==> src/rtl/mmio_arb_pkg.sv <==
// -----------------------------------------------------------------------------
// mmio_arb_pkg
//
// Shared definitions for the two-master FPro MMIO bus arbiter.
//   - default address/data widths of the FPro MMIO bus
//   - FSM state encoding (IDLE -> ISSUE -> RESP)
//   - master index type (0 = MCS I/O bridge, 1 = secondary master)
//   - rr_pick(): round-robin choice between two requesters
//
// The optional arbitration lock is built when MMIO_ARB_LOCK_EN is defined.
// -----------------------------------------------------------------------------
package mmio_arb_pkg;

   localparam int MMIO_ADDR_WIDTH = 21;
   localparam int MMIO_DATA_WIDTH = 32;

   typedef logic [1:0] state_t;

   localparam state_t ST_IDLE  = 2'd0;
   localparam state_t ST_ISSUE = 2'd1;
   localparam state_t ST_RESP  = 2'd2;

   typedef logic master_idx_t;

   // A lone requester wins outright; on a tie the master that was not
   // granted last wins.
   function automatic master_idx_t rr_pick(input logic        req0,
                                           input logic        req1,
                                           input master_idx_t last);
      if (req0 && req1) begin
         return ~last;
      end else if (req1) begin
         return 1'b1;
      end
      return 1'b0;
   endfunction

endpackage

==> src/rtl/mmio_arb_rr_sel.sv <==
// -----------------------------------------------------------------------------
// mmio_arb_rr_sel
//
// Round-robin grant selector for two masters. Holds the index of the last
// master served (and, with MMIO_ARB_LOCK_EN, the lock owner) and turns the
// two request levels into a grant index plus a valid flag.
//
// Ports
//   clk, reset        clock, synchronous active-high reset
//   req0_i, req1_i    request levels of master 0 / master 1
//   commit_i          strobe: the grant in commit_idx_i has been issued
//   commit_idx_i      master whose transaction is being issued
//   commit_lock_i     lock flag latched with that transaction (MMIO_ARB_LOCK_EN)
//   grant_idx_o       selected master
//   grant_valid_o     at least one eligible request is present
// -----------------------------------------------------------------------------
module mmio_arb_rr_sel
   import mmio_arb_pkg::*;
(
   input  logic clk,
   input  logic reset,
   input  logic req0_i,
   input  logic req1_i,
   input  logic commit_i,
   input  logic commit_idx_i,
`ifdef MMIO_ARB_LOCK_EN
   input  logic commit_lock_i,
`endif
   output logic grant_idx_o,
   output logic grant_valid_o
);

   master_idx_t last_grant_q, last_grant_d;
   logic        req0_eff, req1_eff;

`ifdef MMIO_ARB_LOCK_EN
   logic        lock_q, lock_d;
   master_idx_t lock_owner_q, lock_owner_d;
`endif

   always_comb begin
      // NOTE: every combinational output gets a default first, so no path
      // through the block leaves it unassigned and no latch is inferred.
      req0_eff = req0_i;
      req1_eff = req1_i;
`ifdef MMIO_ARB_LOCK_EN
      // While locked only the owner's request is visible; the other stalls.
      if (lock_q) begin
         if (lock_owner_q) req0_eff = 1'b0;
         else              req1_eff = 1'b0;
      end
`endif
      grant_valid_o = req0_eff | req1_eff;
      grant_idx_o   = rr_pick(req0_eff, req1_eff, last_grant_q);
   end

   always_comb begin
      last_grant_d = last_grant_q;
`ifdef MMIO_ARB_LOCK_EN
      lock_d       = lock_q;
      lock_owner_d = lock_owner_q;
`endif
      if (commit_i) begin
         last_grant_d = commit_idx_i;
`ifdef MMIO_ARB_LOCK_EN
         // Only the owner can be issued while locked, so the committed lock
         // flag both takes and releases the lock.
         lock_d       = commit_lock_i;
         lock_owner_d = commit_idx_i;
`endif
      end
   end

   always_ff @(posedge clk) begin
      // NOTE: state registers use non-blocking assignments so every flop
      // samples the pre-edge value of every other flop.
      if (reset) begin
         last_grant_q <= 1'b1;   // master 0 wins the first tie
`ifdef MMIO_ARB_LOCK_EN
         lock_q       <= 1'b0;
         lock_owner_q <= 1'b0;
`endif
      end else begin
         last_grant_q <= last_grant_d;
`ifdef MMIO_ARB_LOCK_EN
         lock_q       <= lock_d;
         lock_owner_q <= lock_owner_d;
`endif
      end
   end

endmodule

==> src/rtl/mmio_bus_arbiter.sv <==
// -----------------------------------------------------------------------------
// mmio_bus_arbiter
//
// Shares one FPro MMIO bus between two masters (0: MicroBlaze MCS I/O bridge,
// 1: secondary master such as a debug loader or DMA). Requests are served
// round-robin; each one becomes a single-cycle FPro strobe followed by a
// single-cycle ack to the grantee, with read data held in a per-master
// register. Throughput is one transaction per three cycles.
//
// Build option: define MMIO_ARB_LOCK_EN to add m0_lock / m1_lock, which pin
// arbitration to a master for atomic read-modify-write sequences.
//
// Ports
//   clk, reset               clock, synchronous active-high reset
//   mX_req                   request level, held until mX_ack
//   mX_write                 1 = write, 0 = read
//   mX_addr, mX_wr_data      word address / write data
//   mX_lock                  hold arbitration after this access (option)
//   mX_rd_data               registered read data, held until next read
//   mX_ack                   one-cycle completion pulse
//   mmio_cs/read/write       FPro strobes, high only in the issue cycle
//   mmio_addr, mmio_wr_data  FPro address / write data (zero when idle)
//   mmio_rd_data             FPro read data, valid during the cs cycle
// -----------------------------------------------------------------------------
module mmio_bus_arbiter
   import mmio_arb_pkg::*;
#(
   parameter int ADDR_WIDTH = MMIO_ADDR_WIDTH,
   parameter int DATA_WIDTH = MMIO_DATA_WIDTH
) (
   input  logic                  clk,
   input  logic                  reset,
   input  logic                  m0_req,
   input  logic                  m0_write,
   input  logic [ADDR_WIDTH-1:0] m0_addr,
   input  logic [DATA_WIDTH-1:0] m0_wr_data,
`ifdef MMIO_ARB_LOCK_EN
   input  logic                  m0_lock,
`endif
   output logic [DATA_WIDTH-1:0] m0_rd_data,
   output logic                  m0_ack,
   input  logic                  m1_req,
   input  logic                  m1_write,
   input  logic [ADDR_WIDTH-1:0] m1_addr,
   input  logic [DATA_WIDTH-1:0] m1_wr_data,
`ifdef MMIO_ARB_LOCK_EN
   input  logic                  m1_lock,
`endif
   output logic [DATA_WIDTH-1:0] m1_rd_data,
   output logic                  m1_ack,
   output logic                  mmio_cs,
   output logic                  mmio_read,
   output logic                  mmio_write,
   output logic [ADDR_WIDTH-1:0] mmio_addr,
   output logic [DATA_WIDTH-1:0] mmio_wr_data,
   input  logic [DATA_WIDTH-1:0] mmio_rd_data
);

   state_t                state_q, state_d;
   master_idx_t           idx_q, idx_d;
   logic                  write_q, write_d;
   logic [ADDR_WIDTH-1:0] addr_q, addr_d;
   logic [DATA_WIDTH-1:0] wdata_q, wdata_d;
   logic [DATA_WIDTH-1:0] rd0_q, rd0_d;
   logic [DATA_WIDTH-1:0] rd1_q, rd1_d;

   master_idx_t           grant_idx;
   logic                  grant_valid;
   logic                  issue;
   logic                  resp;

`ifdef MMIO_ARB_LOCK_EN
   logic                  lock_q, lock_d;
`endif

   assign issue = (state_q == ST_ISSUE);
   assign resp  = (state_q == ST_RESP);

   // last_grant advances as the transaction is issued, so a reset during
   // ISSUE leaves it at its reset value.
   mmio_arb_rr_sel u_rr_sel (
      .clk           (clk),
      .reset         (reset),
      .req0_i        (m0_req),
      .req1_i        (m1_req),
      .commit_i      (issue),
      .commit_idx_i  (idx_q),
`ifdef MMIO_ARB_LOCK_EN
      .commit_lock_i (lock_q),
`endif
      .grant_idx_o   (grant_idx),
      .grant_valid_o (grant_valid)
   );

   always_comb begin
      state_d = state_q;
      idx_d   = idx_q;
      write_d = write_q;
      addr_d  = addr_q;
      wdata_d = wdata_q;
      rd0_d   = rd0_q;
      rd1_d   = rd1_q;
`ifdef MMIO_ARB_LOCK_EN
      lock_d  = lock_q;
`endif
      case (state_q)
         ST_IDLE: begin
            // Requests are only looked at here; changes during ISSUE/RESP
            // are picked up in the next IDLE cycle.
            if (grant_valid) begin
               idx_d   = grant_idx;
               write_d = grant_idx ? m1_write   : m0_write;
               addr_d  = grant_idx ? m1_addr    : m0_addr;
               wdata_d = grant_idx ? m1_wr_data : m0_wr_data;
`ifdef MMIO_ARB_LOCK_EN
               lock_d  = grant_idx ? m1_lock    : m0_lock;
`endif
               state_d = ST_ISSUE;
            end
         end
         ST_ISSUE: begin
            // The controller's read data is combinational in the cs cycle.
            if (!write_q) begin
               if (idx_q) rd1_d = mmio_rd_data;
               else       rd0_d = mmio_rd_data;
            end
            state_d = ST_RESP;
         end
         ST_RESP: begin
            state_d = ST_IDLE;
         end
         default: begin
            state_d = ST_IDLE;
         end
      endcase
   end

   always_ff @(posedge clk) begin
      // NOTE: the transaction latches are cleared on reset too; they are few
      // and it keeps every output at a defined zero after reset.
      if (reset) begin
         state_q <= ST_IDLE;
         idx_q   <= 1'b0;
         write_q <= 1'b0;
         addr_q  <= '0;
         wdata_q <= '0;
         rd0_q   <= '0;
         rd1_q   <= '0;
`ifdef MMIO_ARB_LOCK_EN
         lock_q  <= 1'b0;
`endif
      end else begin
         state_q <= state_d;
         idx_q   <= idx_d;
         write_q <= write_d;
         addr_q  <= addr_d;
         wdata_q <= wdata_d;
         rd0_q   <= rd0_d;
         rd1_q   <= rd1_d;
`ifdef MMIO_ARB_LOCK_EN
         lock_q  <= lock_d;
`endif
      end
   end

   // Bus outputs are decoded from registered state and are zero outside ISSUE.
   assign mmio_cs      = issue;
   assign mmio_read    = issue & ~write_q;
   assign mmio_write   = issue & write_q;
   assign mmio_addr    = issue ? addr_q  : '0;
   assign mmio_wr_data = issue ? wdata_q : '0;

   assign m0_ack     = resp & ~idx_q;
   assign m1_ack     = resp & idx_q;
   assign m0_rd_data = rd0_q;
   assign m1_rd_data = rd1_q;

endmodule

==> config.mk <==
export PLATFORM = sky130hd
export DESIGN_NAME = mmio_bus_arbiter
export DESIGN_NICKNAME = d
export VERILOG_FILES = /design/src/rtl/mmio_arb_pkg.sv /design/src/rtl/mmio_arb_rr_sel.sv /design/src/rtl/mmio_bus_arbiter.sv
export SDC_FILE = /design/constraint.sdc
export NUM_CORES = 1
export LEC_CHECK = 0
export CORE_ASPECT_RATIO = 1.25
export CORE_MARGIN = 4
export CORE_UTILIZATION = 40
export CTS_BUF_LIST = sky130_fd_sc_hd__clkbuf_16
export DETAILED_ROUTE_END_ITERATION = 10
export GPL_ROUTABILITY_DRIVEN = 1
export PLACE_DENSITY = 0.81
export SKIP_CTS_REPAIR_TIMING = 1
export SLEW_MARGIN = 20
export SYNTH_ARGS = -nofsm -noshare
export SYNTH_HDL_FRONTEND = slang
export SYNTH_SLANG_ARGS = --single-unit
export TNS_END_PERCENT = 1
==> constraint.sdc <==
create_clock -name clk -period 1.7 [get_ports clk]
set_input_delay 0.34 -clock clk [delete_from_list [all_inputs] [get_ports clk]]
set_output_delay 0.34 -clock clk [all_outputs]
set_load 0.01 [all_outputs]
# ---- Yosys cells after proc, flatten, opt, wreduce, memory -nomap -nowiden
# Index checks and enable logic that the tools add are counted.
dict set report word_totals {
  regBits 122
  wordCells 36
  output_inout_bits 122
  in_bits 144
}
dict set report op_classes {
  bitwise_logic 8
  reduce_logical 5
  n_eq_ne 3
  n_mux 12
}
# operator count
set ops {}
lappend ops {{32-bit 2-to-1 mux} 2}
lappend ops {{21-bit 2-to-1 mux} 2}
lappend ops {{1-bit 2-to-1 mux} 6}
lappend ops {{3-bit AND reduction} 2}
lappend ops {{1-bit bitwise AND} 4}
lappend ops {{2-bit one-hot mux with 2 select lines} 1}
lappend ops {{1-bit NOT} 3}
lappend ops {{2-bit by 1-bit equality test with 1-bit output (second input constant)} 1}
lappend ops {{2-bit equality test (second input constant)} 1}
lappend ops {{2-bit zero test} 1}
lappend ops {{2-bit 2-to-1 mux} 1}
lappend ops {{2-bit inequality test (second input constant)} 1}
lappend ops {{2-bit AND reduction} 1}
lappend ops {{1-bit logical AND} 1}
lappend ops {{1-bit OR} 1}

# ---- Depth between registers and ports, before layout
# Gate-level depths: netlist of the first run.
dict set report depth {
  word_depth 4
  depth_mapped 5
  ltp_nobuf 4
}

# ---- Cells and area by module
# From an unflattened synthesis of the first run, not the netlist that was laid out.
dict set report hier_totals {
  hier_cells 563
  area_unflattened_um2 5939.4
}
# module instances cells_each seq_area_each_um2 area_each_um2
set by_module_without_submodules {}
lappend by_module_without_submodules {mmio_bus_arbiter 1 558 2422.3 5890.6}
lappend by_module_without_submodules {mmio_arb_rr_sel 1 5 20.0 48.8}

# ---- Worst setup path before layout of the first run
# No wires, ideal clock.
dict set report synth_path {
  path_type {register -> output}
  start {register state_q[1]}
  end {output port mmio_addr[10]}
  setup_slack_ns 0.153
  stages_incl_launch_ff 6
  t_arrival_ns 1.207
  required_ns 1.360
  n_path_buf 2
  path_cell_list {dfxtp_1 > nand2b_1 > inv_2 > clkbuf_1 > clkbuf_1 > and2_1}
}
dict set report synth_via {
  elab_chain_cells 2
}
# item line_no
set synth_lines {}
lappend synth_lines {{from (decl)} mmio_bus_arbiter.sv:59} ;# state_t state_q, state_d;
lappend synth_lines {{from (signal assigned)} mmio_bus_arbiter.sv:153} ;# state_q <= state_d;
lappend synth_lines {{2-bit by 1-bit equality test with 1-bit output} mmio_bus_arbiter.sv:76} ;# assign issue = (state_q == ST_ISSUE);
lappend synth_lines {{21-bit 2-to-1 mux} mmio_bus_arbiter.sv:170} ;# assign mmio_addr = issue ? addr_q : '0;
lappend synth_lines {{to (decl)} mmio_bus_arbiter.sv:54} ;# output logic [ADDR_WIDTH-1:0] mmio_addr,
# Every way passes these cells.

# ---- Worst setup path after layout of the first run
dict set report layout_path {
  start {register state_q[1]}
  end {output port mmio_addr[18]}
}
# Same word-level chain as after synthesis.

==> flow_summary.json, run 1 <==
{
  "rows": 46,
  "synth_compound_area_share_pct": 21.1,
  "fin_skew_ns": 0.00886,
  "relSlewSlack_pct": 69.9,
  "synth_adder_area_share_pct": 0,
  "seq_power_share_pct": 38.4,
  "drc": 0,
  "rsz0062_at_grt": "true",
  "vdd_drop_max_uv": 572,
  "synthTopCellsByArea": "dfxtp_1 (47%), nand2_1 (17%), a21oi_1 (11%), a311oi_1 (9.1%), and2_1 (6.6%)",
  "yosysTopAreaCellShare_pct": 47.1,
  "routedWlPerCell_um": 15.7,
  "crit_path_max_fanout": 23,
  "cts_inserted_buffers": 17,
  "ys_types": 24,
  "vias_per_cell": 5.12,
  "crit_type": "reg -> out",
  "p_comb_share_pct": 18.7,
  "first_pass_iters": 5,
  "async_reset_ff_share_pct": 0,
  "io_buffers": 265,
  "hold_viol_final": 0,
  "seqCellArea_mm2": 0.00244,
  "die_width_um": 110,
  "yosys-mux-area-fraction_pct": 0,
  "htreeDepth": 4,
  "fill_cells": 1093,
  "synthSimpleGateAreaFrac_pct": 25.9,
  "worstMarginPinSlew_ns": 0.452,
  "power_switching_mw": 2.21,
  "final_area_mm2": 0.00859,
  "dpl_cell_area_mm2": 0.00815,
  "drive_gt1_share_pct": 13.7,
  "violations": "setup timing",
  "synth_xor_area_share_pct": 0,
  "num_vias": 5641,
  "antenna_cells": 0,
  "multi_input_area_mm2": 0.00250,
  "netlist_instances": 671,
  "wl_mm": 17.3,
  "cts.sinks": 122,
  "layout_setup_ws_ns": -0.268,
  "antenna_left": 0,
  "hp-class": "in -> reg",
  "grt_pass1_wl_mm": 26.6,
  "p_total_mw": 8.30,
  "max_freq_ghz": 0.508,
  "setup_violations": 37,
  "groute.usage.overall_pct": 22.6,
  "p_clk_share_pct": 42.9,
  "fin_crit_sh_pct": 116,
  "end_kind": "output port",
  "leakage_nw": 3.39,
  "core_mm2": 0.0127,
  "cts_tree": "done",
  "area_growth_pct": 65.7,
  "ys_seq_elements": 122,
  "clk_path_buf_depth": 2,
  "drv_slew": 0,
  "syn-cell-area_mm2": 0.00519,
  "grt_max_degree": 57,
  "start_util_pct": 40.8,
  "synth_area_per_cell_um2": 7.73,
  "ys_seq_area_share_pct": 47.1,
  "synth_top_family_by_area": "simple AND/OR/NAND/NOR gates",
  "dp_hpwl_mm": 12.3,
  "cts.clk_slew.worst_paths_ns": 0.05,
  "ys_top_cells_by_count": "nand2_1 (238), dfxtp_1 (122), a21oi_1 (119)",
  "switching_share_pct": 26.6,
  "finalNetCount": 1064,
  "post-route-util_pct": 67.5,
  "min_period_ns": 1.97,
  "grt_overflow": 0,
  "antenna_found_initial": 0,
  "die_h_um": 135,
  "clockRootBuffer": "clkbuf_16",
  "post-synth-top-count-cell": "nand2_1",
  "drtIter0Drc": 326,
  "synth_edf_count": 0,
  "p_int_mw": 6.09,
  "die-area_mm2": 0.0149,
  "grt_pass1_vias": 5338,
  "synth_nets": 815,
  "synth_top_area_cell": "dfxtp_1",
  "place_congestion": 0.859,
  "ff2ff_setup_slack_ns": 0.15,
  "num_io_pins": 266,
  "maxCapViolCount": 0,
  "ys.flop_type": "dfxtp_1",
  "cp.arrival_ns": 1.63,
  "whs_ns": 0.336,
  "status": "finished, violations left",
  "cellPowerDensity_mw_per_mm2": 966,
  "yosys_warnings": 0,
  "cp.required_ns": 1.36,
  "start_kind": "flop",
  "clock_latency_ns": 0.40
}
==> state kept, by name, indices dropped and copies added, names as in the netlist <==
signal / flops
state_q: 2
m0_rd_data: 32
u_rr_sel.last_grant_q: 1
idx_q: 1
addr_q: 21
wdata_q: 32
m1_rd_data: 32
write_q: 1
==> power by group through the flow <==
stage	registers (mW)	logic, mW	clock network [mW]
final	3.19	1.56	3.56
after global routing	3.21	1.70	3.77
after global placement	3.24	1.56	0
after CTS	3.18	1.59	3.62
after floorplan	3.25	0.691	0
after detailed placement	3.24	1.58	0
==> path summary, 6_finish.rpt <==
path,cells after the start,end,startpoint
max reg2reg,5,m0_rd_data[23],write_q
max,7,mmio_addr[18],state_q[1]
min reg2reg,2,m0_rd_data[21],m0_rd_data[21]
min,2,state_q[0],reset
==> placed cells by master, fill, tap and decap left out <==
cell type | Yosys | final
buf_2 | 22 | 11
or2_2 | 0 | 1
dfxtp_2 | 0 | 1
inv_4 | 0 | 1
clkbuf_2 | 0 | 36
dlymetal6s2s_1 | 0 | 4
nand4bb_1 | 1 | 1
a21bo_1 | 2 | 2
a21boi_4 | 0 | 1
and2_4 | 0 | 3
nand3b_1 | 1 | 1
and2_2 | 0 | 1
clkinv_4 | 0 | 2
nand2_1 | 238 | 238
buf_8 | 0 | 1
nand2b_4 | 0 | 1
clkinv_1 | 0 | 1
nor2_1 | 3 | 2
buf_6 | 3 | 8
nor2_4 | 0 | 1
nand3_1 | 1 | 1
dfxtp_1 | 122 | 121
nor4bb_4 | 0 | 1
a311oi_1 | 54 | 54
a21oi_1 | 119 | 119
clkinvlp_4 | 0 | 4
or4b_1 | 1 | 1
buf_12 | 0 | 14
nor2b_1 | 1 | 1
nor3b_1 | 1 | 1
nor4b_4 | 0 | 1
bufinv_16 | 0 | 2
clkbuf_16 | 0 | 17
buf_4 | 2 | 15
inv_6 | 0 | 6
and2_1 | 55 | 51
clkdlybuf4s50_1 | 0 | 206
and3b_1 | 1 | 1
==> per-stage QoR <==
step / setup slack [ns] / setup TNS [ns] / instances
3_5_place_dp: -0.408 / -23.11 / 1067
2_1_floorplan: 0.153 / 0 / 671
3_3_place_gp: -0.324 / -20.97 / 1067
4_1_cts: -0.573 / -29.01 / 1099
6_report: -0.268 / -6.31 / 1101
5_1_grt: -0.325 / -9.12 / 1101
==> worst max-delay path, cell delays in order, from the launching register on <==
cell and delay, ns:
dfxtp_2 0.33, nand2b_4 0.14, inv_4 0.05, buf_12 0.12
buf_4 0.13, buf_12 0.14, and2_1 0.18, clkbuf_2 0.14
==> layout make-up <==
cell class / count / area share (%)
Multi-Input combinational cell: 483 / 29.1
Sequential cell: 122 / 28.4
Clock buffer: 17 / 4.95
Clock inverter: 15 / 1.91
Timing Repair Buffer: 295 / 33.1
Inverter: 1 / 0.0728
Tap cell: 168 / 2.45
==> layer usage <==
metal | wire (um) | global-route usage (%) | vias up
met3 | 1460 | 7.63 | 37
met5 | 0 | 0 | -
met4 | 534 | 8.80 | 0
li1 | - | - | 2773
met2 | 8760 | 39.1 | 233
met1 | 6530 | 25.3 | 2598
==> kinds of logic (layout without fill, tap and decap cells) <==
logic type             after synthesis  in the layout
AO/OA/AOI/OAI                      176            176
buffers and inverters               66            328
flip-flops                         122            122
AND/OR/NAND/NOR                    307            307
Power figures use the tool's default switching activity.
==> inputs of run 2 (changes only) <==
CAP_MARGIN = 40   (was default)
CORE_UTILIZATION = 23   (was 40)
PLACE_DENSITY = default   (was 0.81)
==> run 2 against run 1 <==
Global-route usage down 7.9 points. Wire length up 14%. Clock skew down 0.0011 ns. Non-clock buffer count up 6. Core utilization down 27 points. Cell count up 11%. Combinational power up 8%. Largest power group unchanged. Via count down 0.55%. The flow still finishes with violations (setup timing). Worst hold slack better by 0.013 ns.
==> flow_summary.json, run 2 (same netlist as run 1, synthesis figures left out) <==
{
  "status": "finished, violations left",
  "violations": "setup timing",
  "num_vias": 5610,
  "clockRootBuffer": "clkbuf_16",
  "relSlewSlack_pct": 77.4,
  "cts_inserted_buffers": 17,
  "cp.required_ns": 1.36,
  "die-area_mm2": 0.0250,
  "drtIter0Drc": 250,
  "fill_cells": 2302,
  "dp_hpwl_mm": 13.5,
  "htreeDepth": 4,
  "clock_latency_ns": 0.41,
  "cp.arrival_ns": 1.49,
  "drc": 0,
  "hp-class": "in -> reg",
  "vdd_drop_max_uv": 699,
  "drive_gt1_share_pct": 16.8,
  "final_cell_mix": "nand2_1 (238), clkdlybuf4s50_1 (195), dfxtp_1 (120)",
  "final_common_cell": "nand2_1",
  "vias_per_cell": 4.59,
  "die_width_um": 142,
  "io_buffers": 265,
  "fin_crit_sh_pct": 108,
  "fin_setup_tns_ns": -3.28,
  "fin_skew_ns": 0.00778,
  "cts.clk_slew.worst_paths_ns": 0.06,
  "finalNetCount": 1070,
  "leakage_nw": 3.67,
  "setup_violations": 46,
  "cts_tree": "done",
  "grt_pass1_wl_mm": 29.1,
  "worstMarginPinSlew_ns": 0.339,
  "area_growth_pct": 74.1,
  "grt_pass1_vias": 5267,
  "grt_overflow": 0,
  "start_util_pct": 23.4,
  "routedWlPerCell_um": 16.1,
  "wl_mm": 19.7,
  "p_total_mw": 8.43,
  "cellPowerDensity_mw_per_mm2": 933,
  "num_io_pins": 266,
  "antenna_found_initial": 1,
  "core_mm2": 0.0222,
  "cts.sinks": 122,
  "first_pass_iters": 4,
  "crit_path_max_fanout": 7,
  "crit_type": "reg -> out",
  "place_congestion": 0.794,
  "die_h_um": 176,
  "end_kind": "output port",
  "start_kind": "flop",
  "min_period_ns": 1.83,
  "rsz0062_at_grt": "true",
  "antenna_left": 0,
  "hold_viol_final": 0,
  "grt_max_degree": 45,
  "rows": 61,
  "layout_setup_ws_ns": -0.129,
  "post-route-util_pct": 40.7,
  "groute.usage.overall_pct": 14.7,
  "clk_path_buf_depth": 2,
  "max_freq_ghz": 0.547,
  "maxCapViolCount": 0,
  "drv_slew": 0
}
-- run 2: cell count changes in the layout (fill, tap and decap cells not counted), sizes merged --
cell / before / now
diode: 0 / 1
clkinvlp: 4 / 2
dlymetal6s2s: 4 / 12
buf: 49 / 90
inv: 7 / 3
clkinv: 3 / 9
clkdlybuf4s50: 206 / 195
clkbuf: 53 / 21
-- run 2: cell type report --
class	instances	area [um^2]	area share (%)
sequential	122	2440	27.1
clock buffer	17	425	4.71
tap	283	354	3.92
clock inverter	15	151	1.68
antenna	1	2.50	0.0277
timing repair buffer	301	3100	34.3
inverter	1	8.76	0.0970
multi-input combinational	483	2540	28.2
-- run 2: through the flow --
stage,setup WS (ns),hold slack [ns],instances,cell area [um^2]
after global routing,-0.198,0.353,1223,9030
after detailed placement,-0.196,0.446,1183,8360
after CTS,-0.568,0.333,1215,8940
final,-0.129,0.349,1223,9030
after floorplan,0.153,0.465,671,5190
after global placement,-0.156,0.442,1183,8360
-- run 2: critical path: stages, from the launching register on --
cell and delay, ns:
dfxtp_2 0.32, nand2b_4 0.16, inv_6 0.08, buf_8 0.13
clkbuf_16 0.15, and2_4 0.14, buf_6 0.09
-- run 2: routing by layer --
layer,routed length (um),GRT usage [%],vias to the layer above
met3,1460,4.87,28
met2,9680,25.1,194
met5,0,0,-
met4,433,5.31,0
met1,8130,17.1,2600
li1,-,-,2788
-- run 2: worst paths after layout --
path,endpoint,depth (start not counted),startpoint,slack (ns)
worst max register to register,m0_rd_data[4],5,write_q,0.10
worst min-delay path,idx_q,2,reset,0.35
worst min register to register,m1_rd_data[29],2,m1_rd_data[29],0.45
worst max-delay path,mmio_wr_data[2],6,state_q[1],-0.13
-- run 2: report_power, final --
group | leakage, nW | total [mW] | switching, mW | internal (mW)
sequential | 1.00 | 3.19 | 0.110 | 3.08
combinational | 2.39 | 1.68 | 0.769 | 0.912
clock | 0.281 | 3.56 | 1.40 | 2.16
